`src/rtl/uart_pkg.sv`:
```
// Shared UART definitions: baud divisors for a 50 MHz clock, the rate_sel
// encoding, and the transmitter state enum.
package uart_pkg;

  localparam logic [15:0] BAUD_DIV_9600   = 16'd5207;
  localparam logic [15:0] BAUD_DIV_38400  = 16'd1301;
  localparam logic [15:0] BAUD_DIV_57600  = 16'd867;
  localparam logic [15:0] BAUD_DIV_115200 = 16'd433;

  typedef enum logic [1:0] {
    RATE_9600   = 2'd0,
    RATE_38400  = 2'd1,
    RATE_57600  = 2'd2,
    RATE_115200 = 2'd3
  } rate_sel_t;

  typedef enum logic [1:0] {
    IDLE,
    START,
    DATA,
    STOP
  } tx_state_t;

  function automatic logic [15:0] baud_div(input logic [1:0] sel);
    case (sel)
      RATE_9600:   baud_div = BAUD_DIV_9600;
      RATE_38400:  baud_div = BAUD_DIV_38400;
      RATE_57600:  baud_div = BAUD_DIV_57600;
      RATE_115200: baud_div = BAUD_DIV_115200;
      default:     baud_div = BAUD_DIV_9600;
    endcase
  endfunction

endpackage

```
`src/rtl/uart_tx_arbiter_if.sv`:
```
// Requester, baud-generator and serial-line signals of the shared UART
// transmitter. The slave modport is the arbiter's view.
interface uart_tx_arbiter_if #(parameter int NREQ = 2);

  logic [1:0]        rate_sel;
  logic [NREQ-1:0]   req_valid;
  logic [8*NREQ-1:0] req_data;
  logic [NREQ-1:0]   req_ready;
  logic [2:0]        grant_id;
  logic              busy;
  logic [15:0]       baud_value;
  logic              baud_en;
  logic              baud_tick;
  logic              tx;

  modport master (
    output rate_sel, req_valid, req_data, baud_tick,
    input  req_ready, grant_id, busy, baud_value, baud_en, tx
  );

  modport slave (
    input  rate_sel, req_valid, req_data, baud_tick,
    output req_ready, grant_id, busy, baud_value, baud_en, tx
  );

endinterface

```
`src/rtl/uart_rr_arbiter.sv`:
```
// Combinational round-robin picker: first pending requester searching upward
// from last_grant+1, wrapping modulo NREQ.
module uart_rr_arbiter #(
  parameter int NREQ = 2
) (
  input  logic [NREQ-1:0] req,
  input  logic [2:0]      last_grant,
  output logic [2:0]      winner,
  output logic            valid
);

  // k runs from the lowest priority down so the nearest candidate is written last.
  always_comb begin
    winner = 3'd0;
    valid  = 1'b0;
    for (int k = NREQ; k >= 1; k--) begin
      for (int i = 0; i < NREQ; i++) begin
        if (req[i] && (i == ((int'(last_grant) + k) % NREQ))) begin
          winner = 3'(i);
          valid  = 1'b1;
        end
      end
    end
  end

endmodule

```
`src/rtl/uart_tx_arbiter.sv`:
```
// Round-robin shared 8N1 UART transmitter. Latches the divisor at grant and
// keeps the external baud generator in reset whenever no frame is in flight.
module uart_tx_arbiter
  import uart_pkg::*;
#(
  parameter int NREQ = 2
) (
  input logic               clk,
  input logic               reset,
  uart_tx_arbiter_if.slave  bus
);

  tx_state_t       state;
  logic [7:0]      shift;
  logic [2:0]      bit_cnt;
  logic [2:0]      last_grant;
  logic [2:0]      winner;
  logic            win_valid;
  logic [7:0]      sel_byte;
  logic [NREQ-1:0] ready_sel;

  uart_rr_arbiter #(.NREQ(NREQ)) u_arb (
    .req        (bus.req_valid),
    .last_grant (last_grant),
    .winner     (winner),
    .valid      (win_valid)
  );

  always_comb begin
    sel_byte  = 8'h00;
    ready_sel = '0;
    for (int i = 0; i < NREQ; i++) begin
      if (winner == 3'(i)) begin
        sel_byte     = bus.req_data[8*i +: 8];
        ready_sel[i] = 1'b1;
      end
    end
  end

  // Every output is a register so the reset state reaches the pin without a clock.
  always_ff @(posedge clk or posedge reset) begin
    if (reset) begin
      state          <= IDLE;
      shift          <= 8'h00;
      bit_cnt        <= 3'd0;
      last_grant     <= 3'(NREQ - 1);
      bus.grant_id   <= 3'd0;
      bus.req_ready  <= '0;
      bus.busy       <= 1'b0;
      bus.baud_value <= BAUD_DIV_9600;
      bus.baud_en    <= 1'b0;
      bus.tx         <= 1'b1;
    end else begin
      bus.req_ready <= '0;
      case (state)
        IDLE: begin
          if (win_valid) begin
            shift          <= sel_byte;
            last_grant     <= winner;
            bus.grant_id   <= winner;
            bus.req_ready  <= ready_sel;
            bus.baud_value <= baud_div(bus.rate_sel);
            bus.baud_en    <= 1'b1;
            bus.busy       <= 1'b1;
            bus.tx         <= 1'b0;
            state          <= START;
          end
        end
        START: begin
          if (bus.baud_tick) begin
            bus.tx  <= shift[0];
            bit_cnt <= 3'd0;
            state   <= DATA;
          end
        end
        DATA: begin
          if (bus.baud_tick) begin
            if (bit_cnt != 3'd7) begin
              bus.tx  <= shift[1];
              shift   <= shift >> 1;
              bit_cnt <= bit_cnt + 3'd1;
            end else begin
              bus.tx <= 1'b1;
              state  <= STOP;
            end
          end
        end
        STOP: begin
          if (bus.baud_tick) begin
            bus.baud_en <= 1'b0;
            bus.busy    <= 1'b0;
            state       <= IDLE;
          end
        end
        default: state <= IDLE;
      endcase
    end
  end

endmodule

```
`src/flat_wrapper.sv`:
```
// flat-port wrapper written by rule: the top's interface ports become plain ports
module uart_tx_arbiter_flat import uart_pkg::*;
#(
  parameter int NREQ = 2
)
  (clk, reset, bus_rate_sel, bus_req_valid, bus_req_data, bus_baud_tick, bus_req_ready, bus_grant_id, bus_busy, bus_baud_value, bus_baud_en, bus_tx);
  uart_tx_arbiter_if #(.NREQ(NREQ)) bus_i ();
  input logic clk;
  input logic reset;
  input wire logic [$bits(bus_i.rate_sel)-1:0] bus_rate_sel;
  input wire logic [$bits(bus_i.req_valid)-1:0] bus_req_valid;
  input wire logic [$bits(bus_i.req_data)-1:0] bus_req_data;
  input wire logic [$bits(bus_i.baud_tick)-1:0] bus_baud_tick;
  output wire logic [$bits(bus_i.req_ready)-1:0] bus_req_ready;
  output wire logic [$bits(bus_i.grant_id)-1:0] bus_grant_id;
  output wire logic [$bits(bus_i.busy)-1:0] bus_busy;
  output wire logic [$bits(bus_i.baud_value)-1:0] bus_baud_value;
  output wire logic [$bits(bus_i.baud_en)-1:0] bus_baud_en;
  output wire logic [$bits(bus_i.tx)-1:0] bus_tx;
  assign bus_i.rate_sel = bus_rate_sel;
  assign bus_i.req_valid = bus_req_valid;
  assign bus_i.req_data = bus_req_data;
  assign bus_i.baud_tick = bus_baud_tick;
  assign bus_req_ready = bus_i.req_ready;
  assign bus_grant_id = bus_i.grant_id;
  assign bus_busy = bus_i.busy;
  assign bus_baud_value = bus_i.baud_value;
  assign bus_baud_en = bus_i.baud_en;
  assign bus_tx = bus_i.tx;
  uart_tx_arbiter #(.NREQ(NREQ)) u_core (.clk(clk), .reset(reset), .bus(bus_i));
endmodule
```
`config.mk`:
```
export PLATFORM = sky130hd
export DESIGN_NAME = uart_tx_arbiter_flat
export DESIGN_NICKNAME = d
export VERILOG_FILES = /design/src/rtl/uart_pkg.sv /design/src/rtl/uart_tx_arbiter_if.sv /design/src/rtl/uart_rr_arbiter.sv /design/src/rtl/uart_tx_arbiter.sv /design/src/flat_wrapper.sv
export SDC_FILE = /design/constraint.sdc
export NUM_CORES = 1
export LEC_CHECK = 0
export BUFFER_PORTS_ARGS = -buffer_cell sky130_fd_sc_hd__buf_2
export CELL_PAD_IN_SITES_DETAIL_PLACEMENT = 1
export CELL_PAD_IN_SITES_GLOBAL_PLACEMENT = 2
export CORE_AREA = 2 2 79 81
export CTS_CLUSTER_SIZE = 14
export DETAILED_ROUTE_END_ITERATION = 12
export DIE_AREA = 0 0 81 83
export PLACE_DENSITY_LB_ADDON = 0.1
export SLEW_MARGIN = 20
export SYNTH_ARGS = -nofsm -noshare
export SYNTH_HDL_FRONTEND = slang
export SYNTH_HIERARCHICAL = 1
export SYNTH_SLANG_ARGS = --single-unit
```
`constraint.sdc`:
```
create_clock -name clk -period 1.55 [get_ports clk]
set_clock_uncertainty 0.05 [all_clocks]
set_input_delay 0.2325 -clock clk [delete_from_list [all_inputs] [get_ports clk]]
set_output_delay 0.2325 -clock clk [all_outputs]
set_load 0.1 [all_outputs]
```
==> Yosys cells after proc, flatten, opt, wreduce, memory -nomap -nowiden <==
Cells that the tools add are included.
{ "totals": {"output_inout_bits": 24, "register_bits": 37, "word_cells": 85} }
{ "op_classes": {"n_reduce_logical": 19, "bitwise": 2, "add_sub_neg": 3, "muxes": 36, "n_eq_ne": 16} }
{ "ops": {"columns": ["cell", "count"], "rows": [
  ["32-bit logical NOT", 2],
  ["16-bit case mux with 4 select lines", 1],
  ["8-bit 2-to-1 mux", 5],
  ["8-bit case mux with 2 select lines", 1],
  ["3-bit 2-to-1 mux", 5],
  ["2-bit 2-to-1 mux", 7],
  ["1-bit 2-to-1 mux", 13],
  ["4-bit AND reduction", 3],
  ["2-bit inequality test, second input constant", 5],
  ["2-bit == test, second input constant", 4],
  ["2-bit case mux with 4 select lines", 1],
  ["3-bit case mux with 2 select lines", 1],
  ["2-bit nonzero test", 3],
  ["5-bit AND reduction", 1],
  ["2-bit by 1-bit == test with 1-bit output, second input constant", 2],
  ["2-bit == test, first input constant", 2],
  ["1-bit logical AND", 4],
  ["2-bit logical NOT", 2],
  ["3-bit by 1-bit adder with 3-bit output, second input constant", 1],
  ["3-bit by 1-bit == test with 1-bit output, second input constant", 1],
  ["3-bit logical NOT", 1],
  ["3-bit inequality test, second input constant", 1],
  ["1-bit case mux with 3 select lines", 1],
  ["3-bit AND reduction", 1],
  ["6 further kinds", 8]
]} }

==> Logic depth before layout (Yosys ltp) <==
Gate-level depths: netlist of run 1.
{ "depth": {"depth_word": 12, "ltp_mapped": 7, "depth_no_buf": 5} }

==> By module <==
Netlist of run 1, hierarchy kept.
{ "by_module_without_submodules": {"columns": ["mod", "n_inst", "cells_per_inst", "area_per_inst_um2", "seq_area_each_um2"], "rows": [
  ["uart_tx_arbiter", 1, 145, 1554.0, 733.2],
  ["uart_rr_arbiter", 1, 5, 32.5, 0.0]
]} }

==> Least setup slack after synthesis of run 1 <==
No wires, ideal clock.
{ "synth_path": {"kind": "register to register", "startpoint": "reg u_core.bit_cnt[0]", "endpoint": "reg u_core.shift[0]", "period_less_slack_ps": 1693, "arrival_ps": 1518, "required_ps": 1375, "setup_ps": 125, "path_slack_ps": -143, "path_stages_with_launch": 6, "path_buffers": 0, "path_cell_list": "dfrtp_1 -> ha_1 -> ha_1 -> nand2b_1 -> a21oi_4 -> mux2_2"} }
{ "synth_via": {"elab_chain_len": 3} }
{ "synth_lines": {"columns": ["element", "line", "text"], "rows": [
  ["from (decl)", "uart_tx_arbiter.sv:15", "logic [2:0] bit_cnt;"],
  ["from (signal assigned)", "uart_tx_arbiter.sv:81", "bit_cnt <= bit_cnt + 3'd1;"],
  ["3-bit inequality test", "uart_tx_arbiter.sv:78", "if (bit_cnt != 3'd7) begin"],
  ["2-bit by 1-bit inequality test with 1-bit output (no source line)", null, null],
  ["4-bit AND reduction (no source line)", null, null],
  ["to (signal assigned)", "uart_tx_arbiter.sv:58", "shift <= sel_byte;"],
  ["to (signal assigned)", "uart_tx_arbiter.sv:80", "shift <= shift >> 1;"],
  ["to (decl)", "uart_tx_arbiter.sv:14", "logic [7:0] shift;"]
]} }
No other way between the ends.
A chain may end at the register's enable or synchronous reset.

==> Worst setup path in the final report of run 1 <==
{ "layout_path": {"startpoint": "reg u_core.bit_cnt[1]", "endpoint": "reg u_core.shift[7]"} }
Same word-level chain as after synthesis.

==> results.json, run 1 <==
{
  "synth-seq-area-share_pct": 46.2,
  "syn_inst": 150,
  "layout_common_cells": "34 x buf_2, 21 x dfrtp_1, 20 x buf_4",
  "reg2regPathDepth": 6,
  "rsz0062_at_grt": "yes",
  "antenna_found_initial": 0,
  "core_um2": 5820,
  "root_buffer": "clkbuf_8",
  "yosys.area.top_type": "dfrtp_1",
  "synth_edf_count": 0,
  "portBuffers": 40,
  "route.detailed.drc": 0,
  "first_pass_iters": 4,
  "timing.rr.end": "u_core/shift[7]",
  "setup_viol": 13,
  "crit_family": "flip-flops",
  "syn2layout_area_growth_pct": 44.6,
  "wire_per_inst_um": 13.0,
  "drt_wl_total_um": 3690,
  "core.rowCount": 28,
  "status": "finished, violations left",
  "min_path_type": "input port to flip-flop",
  "hpwl_um": 2780,
  "path_class": "flip-flop to flip-flop",
  "final_common_cell": "buf_2",
  "violations": "setup timing",
  "grt_pass1_vias": 1329,
  "hold_slack_ps": 136,
  "synthDistinctLibCells": 31,
  "grt_pass1_wl_um": 6240,
  "ys_warn_count": 6,
  "ant_nets": 0,
  "antennaDiodeCount": 0,
  "finalMaxSlewViolations": 0,
  "dp.cells": 269,
  "final_nets": 238,
  "hold_viol": 0,
  "dieHeight_um": 83,
  "synthDominantCellAreaShare_pct": 36.3,
  "required_ps": 1670,
  "drtIter0Drc": 23,
  "grt.overflow.total": 0,
  "crit_start": "u_core/bit_cnt[1]",
  "die_area_um2": 6720,
  "ios": 47,
  "die_w_um": 81,
  "cp-end-kind": "flip-flop",
  "clk_pin_slew_worst_paths_ps": 70,
  "cp_slowest_cell": "dfrtp_1",
  "cts.sinks": 29,
  "fin_ws_ps": -94.0,
  "r2r-start": "u_core/bit_cnt[1]",
  "htreeDepth": 2,
  "path_cells": "ha_2, ha_4, nand2b_4, a21oi_4, buf_12, mux2_4",
  "fin_crit_sh_pct": 106,
  "viasPerCell": 4.32,
  "slowest_delay_ps": 400,
  "clk_latency_ps": 280,
  "synth_seq_cells": 29,
  "cap_viol_max_count": 0,
  "syn_avg_cell_area_um2": 10.6,
  "gp_congestion": 0.717,
  "crit_path_max_fanout": 8,
  "cts_tree": "yes",
  "whs_path_depth": 2,
  "synth.area.top_cells": "dfrtp_1 36%, dfstp_2 9.9%, mux2_2 9.2%",
  "ff2ff_setup_slack_ps": -90,
  "critPathArrivalTime_ps": 1760,
  "drive_above_1_share_pct": 52.9,
  "clockBufferDepth": 2,
  "crit_buf_inv": 1,
  "track_usage_pct": 11.8,
  "fin_crit_ps": 1640,
  "netlist_area_um2": 1590,
  "synthArstFlopShare_pct": 100,
  "hp-start": "bus_rate_sel[1]",
  "start_util_pct": 27.3,
  "holdPathEnd": "u_core/bus.baud_value[4]",
  "numCtsBuffers": 5,
  "fmax_mhz": 608,
  "layoutNonFillerInstCount": 283,
  "startpoint_type": "flip-flop",
  "synth_top_flop_cell": "dfrtp_1",
  "worstSetupPathDepth": 6,
  "grt_max_degree": 30,
  "via_count": 1222
}
## metal layers
metal / global-route usage [%] / vias to the layer above / part of all wire, %
met5: 0 / - / 0
met4: 3.24 / 0 / 0.41
met1: 13.9 / 586 / 44
met2: 20.3 / 36 / 49
li1: - / 598 / -
met3: 3.91 / 2 / 6.2
## per-stage QoR
step / instance area [µm²] / setup WS, ps / TNS (ps) / util [%]
floorplan: 1640 / -111 / -928 / -
global placement: 2020 / -169 / -1400 / 34.8
detailed placement: 2020 / -192 / -1820 / 34.8
CTS: 2220 / -107 / -1110 / 38.2
global route: 2290 / -136 / -1550 / 39.4
finish: 2290 / -94.0 / -911 / 39.4
## synthesized netlist by cell type, types with 2 or more instances
cell type	n
a21boi_0	2
mux2i_1	12
nand2_1	19
a21o_1	2
inv_1	6
dfrtp_1	23
o21ai_0	10
nor2_1	5
a21oi_1	4
ha_1	8
nand2b_1	5
clkbuf_1	3
nor3_1	2
buf_4	13
dfstp_2	6
mux2_2	13
conb_1	3
## registers in the layout, indices dropped and copies added (netlist names)
name	count
u_core/bus.baud_value	8
u_core/shift	8
u_core/bit_cnt	3
u_core/bus.grant_id	3
u_core/bus.req_ready	2
u_core/state	2
u_core/bus.baud_en	1
u_core/bus.tx	1
u_core/last_grant	1
## area by class of cell
class	instances	area [µm²]
fill	691	3520
multi-input combinational	102	873
sequential	29	736
timing repair buffer	63	482
tap	75	93.8
clock buffer	5	68.8
inverter	6	22.5
clock inverter	3	17.5
## cells by family (layout without fill, tap and decap cells)
logic type	count (synthesis)	after routing	synth area share, %
DFF	29	29	46.2
and+or+nand+nor	36	36	10.2
adders and majority gates	8	8	6.31
AOI/OAI and AO/OA	24	24	10.2
buffers and inverters	24	77	8.91
muxes	26	26	17.5
other	3	8	0.710
## repair_timing
item | CTS | global route
hold buffers | 1 | 0
pin swaps | 2 | 4
gates cloned | 0 | 0
setup endpoints to repair | 18 | 22
resized for setup | 16 | 16
setup buffers | 3 | 2
endpoints found under the hold margin | 23 | 0
## worst max path at each step
stage                        end  slack (ps)
2_1_floorplan    u_core/shift[0]        -110
3_3_place_gp     u_core/shift[5]        -170
3_5_place_dp     u_core/shift[6]        -190
4_1_cts          u_core/shift[7]        -110
5_1_grt        u_core/bit_cnt[0]        -140
6_report         u_core/shift[7]         -90
Power of run 1 is left out: the tool's default activity adds up to more than one toggle a clock period on the data nets, which glitch-free logic cannot reach.
==> run 2: changes to the inputs <==
--- a/config.mk
+++ b/config.mk
@@ -5,13 +5,14 @@
 export SDC_FILE = /design/constraint.sdc
 export NUM_CORES = 1
 export LEC_CHECK = 0
+export ABC_AREA = 1
 export BUFFER_PORTS_ARGS = -buffer_cell sky130_fd_sc_hd__buf_2
 export CELL_PAD_IN_SITES_DETAIL_PLACEMENT = 1
 export CELL_PAD_IN_SITES_GLOBAL_PLACEMENT = 2
-export CORE_AREA = 2 2 79 81
+export CORE_AREA = 2 2 83 85
 export CTS_CLUSTER_SIZE = 14
 export DETAILED_ROUTE_END_ITERATION = 12
-export DIE_AREA = 0 0 81 83
+export DIE_AREA = 0 0 85 87
 export PLACE_DENSITY_LB_ADDON = 0.1
 export SLEW_MARGIN = 20
 export SYNTH_ARGS = -nofsm -noshare
==> run 2 against run 1 <==
  * The flow now finishes without violations
  * Sequential share of layout area rose by 1.2 points
  * Via count up 18%
  * Worst hold slack lost 35 ps
  * Cell area fell by 3.7%
  * Synthesized cell count is 39% higher
  * Sequential cell count is the same
  * Critical path depth up 3
  * Register-to-register slack improved by 140 ps
  * Synthesized area grew 2.8%
  * First-iteration DRC count grew 26%
  * Largest cell class unchanged
==> results.json, run 2 <==
{
  "cts.sinks": 29,
  "crit_path_max_fanout": 8,
  "ys_warn_count": 6,
  "fmax_mhz": 664,
  "min_path_type": "input port to flip-flop",
  "drt_wl_total_um": 4420,
  "finalMaxSlewViolations": 0,
  "crit_buf_inv": 2,
  "final_nets": 286,
  "hold_slack_ps": 102,
  "setup_viol": 0,
  "fillers": 779,
  "ff2ff_setup_slack_ps": 40,
  "clockBufferDepth": 2,
  "antenna_found_initial": 0,
  "antennaDiodeCount": 0,
  "drtIter0Drc": 29,
  "fin_crit_ps": 1510,
  "htreeDepth": 2,
  "cap_viol_max_count": 0,
  "hpwl_um": 3180,
  "root_buffer": "clkbuf_8",
  "syn_avg_cell_area_um2": 7.84,
  "cp_slowest_cell": "dfrtp_2",
  "portBuffers": 40,
  "reg_top3": "u_core/bus.baud_value: 8 flops, u_core/shift: 8 flops",
  "ios": 47,
  "synth.most_common_cell": "nand2_1",
  "hold_viol": 0,
  "wire_per_inst_um": 13.1,
  "start_util_pct": 24.8,
  "path_cells": "buf_4, ha_4, nand2_1, nand2_1, inv_2, nand2_4, nor2_2, nand2_1, nand2_1",
  "final_common_cell": "nand2_1",
  "startpoint_type": "flip-flop",
  "die_w_um": 85,
  "grt_pass1_wl_um": 6960,
  "path_common_cell": "nand2_1",
  "syn_inst": 208,
  "track_usage_pct": 11.9,
  "numCtsBuffers": 5,
  "die_area_um2": 7400,
  "crit_family": "simple AND/OR/NAND/NOR gates",
  "final.setup.tns_ps": 0,
  "path_class": "flip-flop to flip-flop",
  "gp_congestion": 0.696,
  "first_pass_iters": 4,
  "grt_max_degree": 30,
  "status": "completed",
  "dieHeight_um": 87,
  "slowest_delay_ps": 410,
  "synthDominantCellAreaShare_pct": 35.3,
  "cp-end-kind": "flip-flop",
  "critPathArrivalTime_ps": 1670,
  "yosys.area.top_type": "dfrtp_1",
  "clk_pin_slew_worst_paths_ps": 60,
  "synthArstFlopShare_pct": 100,
  "required_ps": 1710,
  "finish.utilization_pct": 33.6,
  "netlist_area_um2": 1630,
  "synth_seq_cells": 29,
  "route.detailed.drc": 0,
  "drive_above_1_share_pct": 37.9,
  "core.rowCount": 30,
  "cts_tree": "yes",
  "core_um2": 6570,
  "synthTopCellsByCount": "65 x nand2_1, 26 x nand3_1, 23 x dfrtp_1",
  "synthDistinctLibCells": 24,
  "viasPerCell": 4.27,
  "grt.overflow.total": 0,
  "grt_pass1_vias": 1465,
  "layout_common_cells": "65 x nand2_1, 33 x buf_2, 25 x nand3_1",
  "synth_top_flop_cell": "dfrtp_1",
  "synth_edf_count": 0,
  "synth.area.top_cells": "dfrtp_1 35%, nand2_1 15%, dfstp_2 9.7%",
  "synth-seq-area-share_pct": 45.0,
  "rsz0062_at_grt": "yes",
  "clk_latency_ps": 280,
  "syn2layout_area_growth_pct": 35.5,
  "fin_crit_sh_pct": 97.1,
  "ant_nets": 0,
  "via_count": 1436
}
==> run 2: final cells by class <==
| cell class | count | area, µm² | share of cell area, % |
|---|---|---|---|
| flip-flops and latches | 29 | 736 | 33.3 |
| clock inverters | 1 | 30.0 | 1.36 |
| multi-input cells | 151 | 811 | 36.7 |
| inverters | 16 | 60.1 | 2.72 |
| well taps | 80 | 100 | 4.53 |
| clock buffers | 7 | 86.3 | 3.91 |
| repair buffers | 52 | 385 | 17.5 |
==> run 2: final timing paths <==
path / from / endpoint / cells past startpoint
min reg2reg: u_core/last_grant[0] / u_core/last_grant[0] / 2
max in group asynchronous: reset / u_core/last_grant[0] / 4
max reg2reg: u_core/state[1] / u_core/shift[2] / 9
max: u_core/state[1] / u_core/shift[2] / 9
min: bus_rate_sel[0] / u_core/bus.baud_value[6] / 2
min in group asynchronous: reset / u_core/bus.baud_value[9] / 4
==> run 2: logic make-up (layout without fill, tap and decap cells) <==
family,Yosys count,after routing,share of synthesized area [%]
simple gates,117,118,30.7
other cells,3,8,0.691
flops,29,29,45.0
fa+ha+maj,8,8,6.14
compound gates,17,17,5.76
buf+inv,34,76,11.7
==> run 2: metrics by stage <==
stage	std cells	area [µm²]	setup slack [ps]
2_1_floorplan	213	1650	40.8
3_3_place_gp	324	1970	39.4
3_5_place_dp	324	1970	11.9
4_1_cts	333	2100	11.4
5_1_grt	336	2210	-55.4
6_report	336	2210	44.7
==> run 2: repair_timing <==
action / CTS / global route
buffers inserted: 0 / 2
hold buffers: 1 / 0
setup endpoints to repair: 0 / 21
gates resized for setup: 0 / 30
hold endpoints to repair: 23 / 0
==> run 2: per-layer routing <==
layer,wire length [µm],vias to the layer above,GRT usage (%)
met3,158,6,2.94
met4,54,0,4.33
li1,-,727,-
met2,2090,30,19.3
met1,2110,673,15.5
met5,0,-,0
Power of run 2 is left out for the same reason.
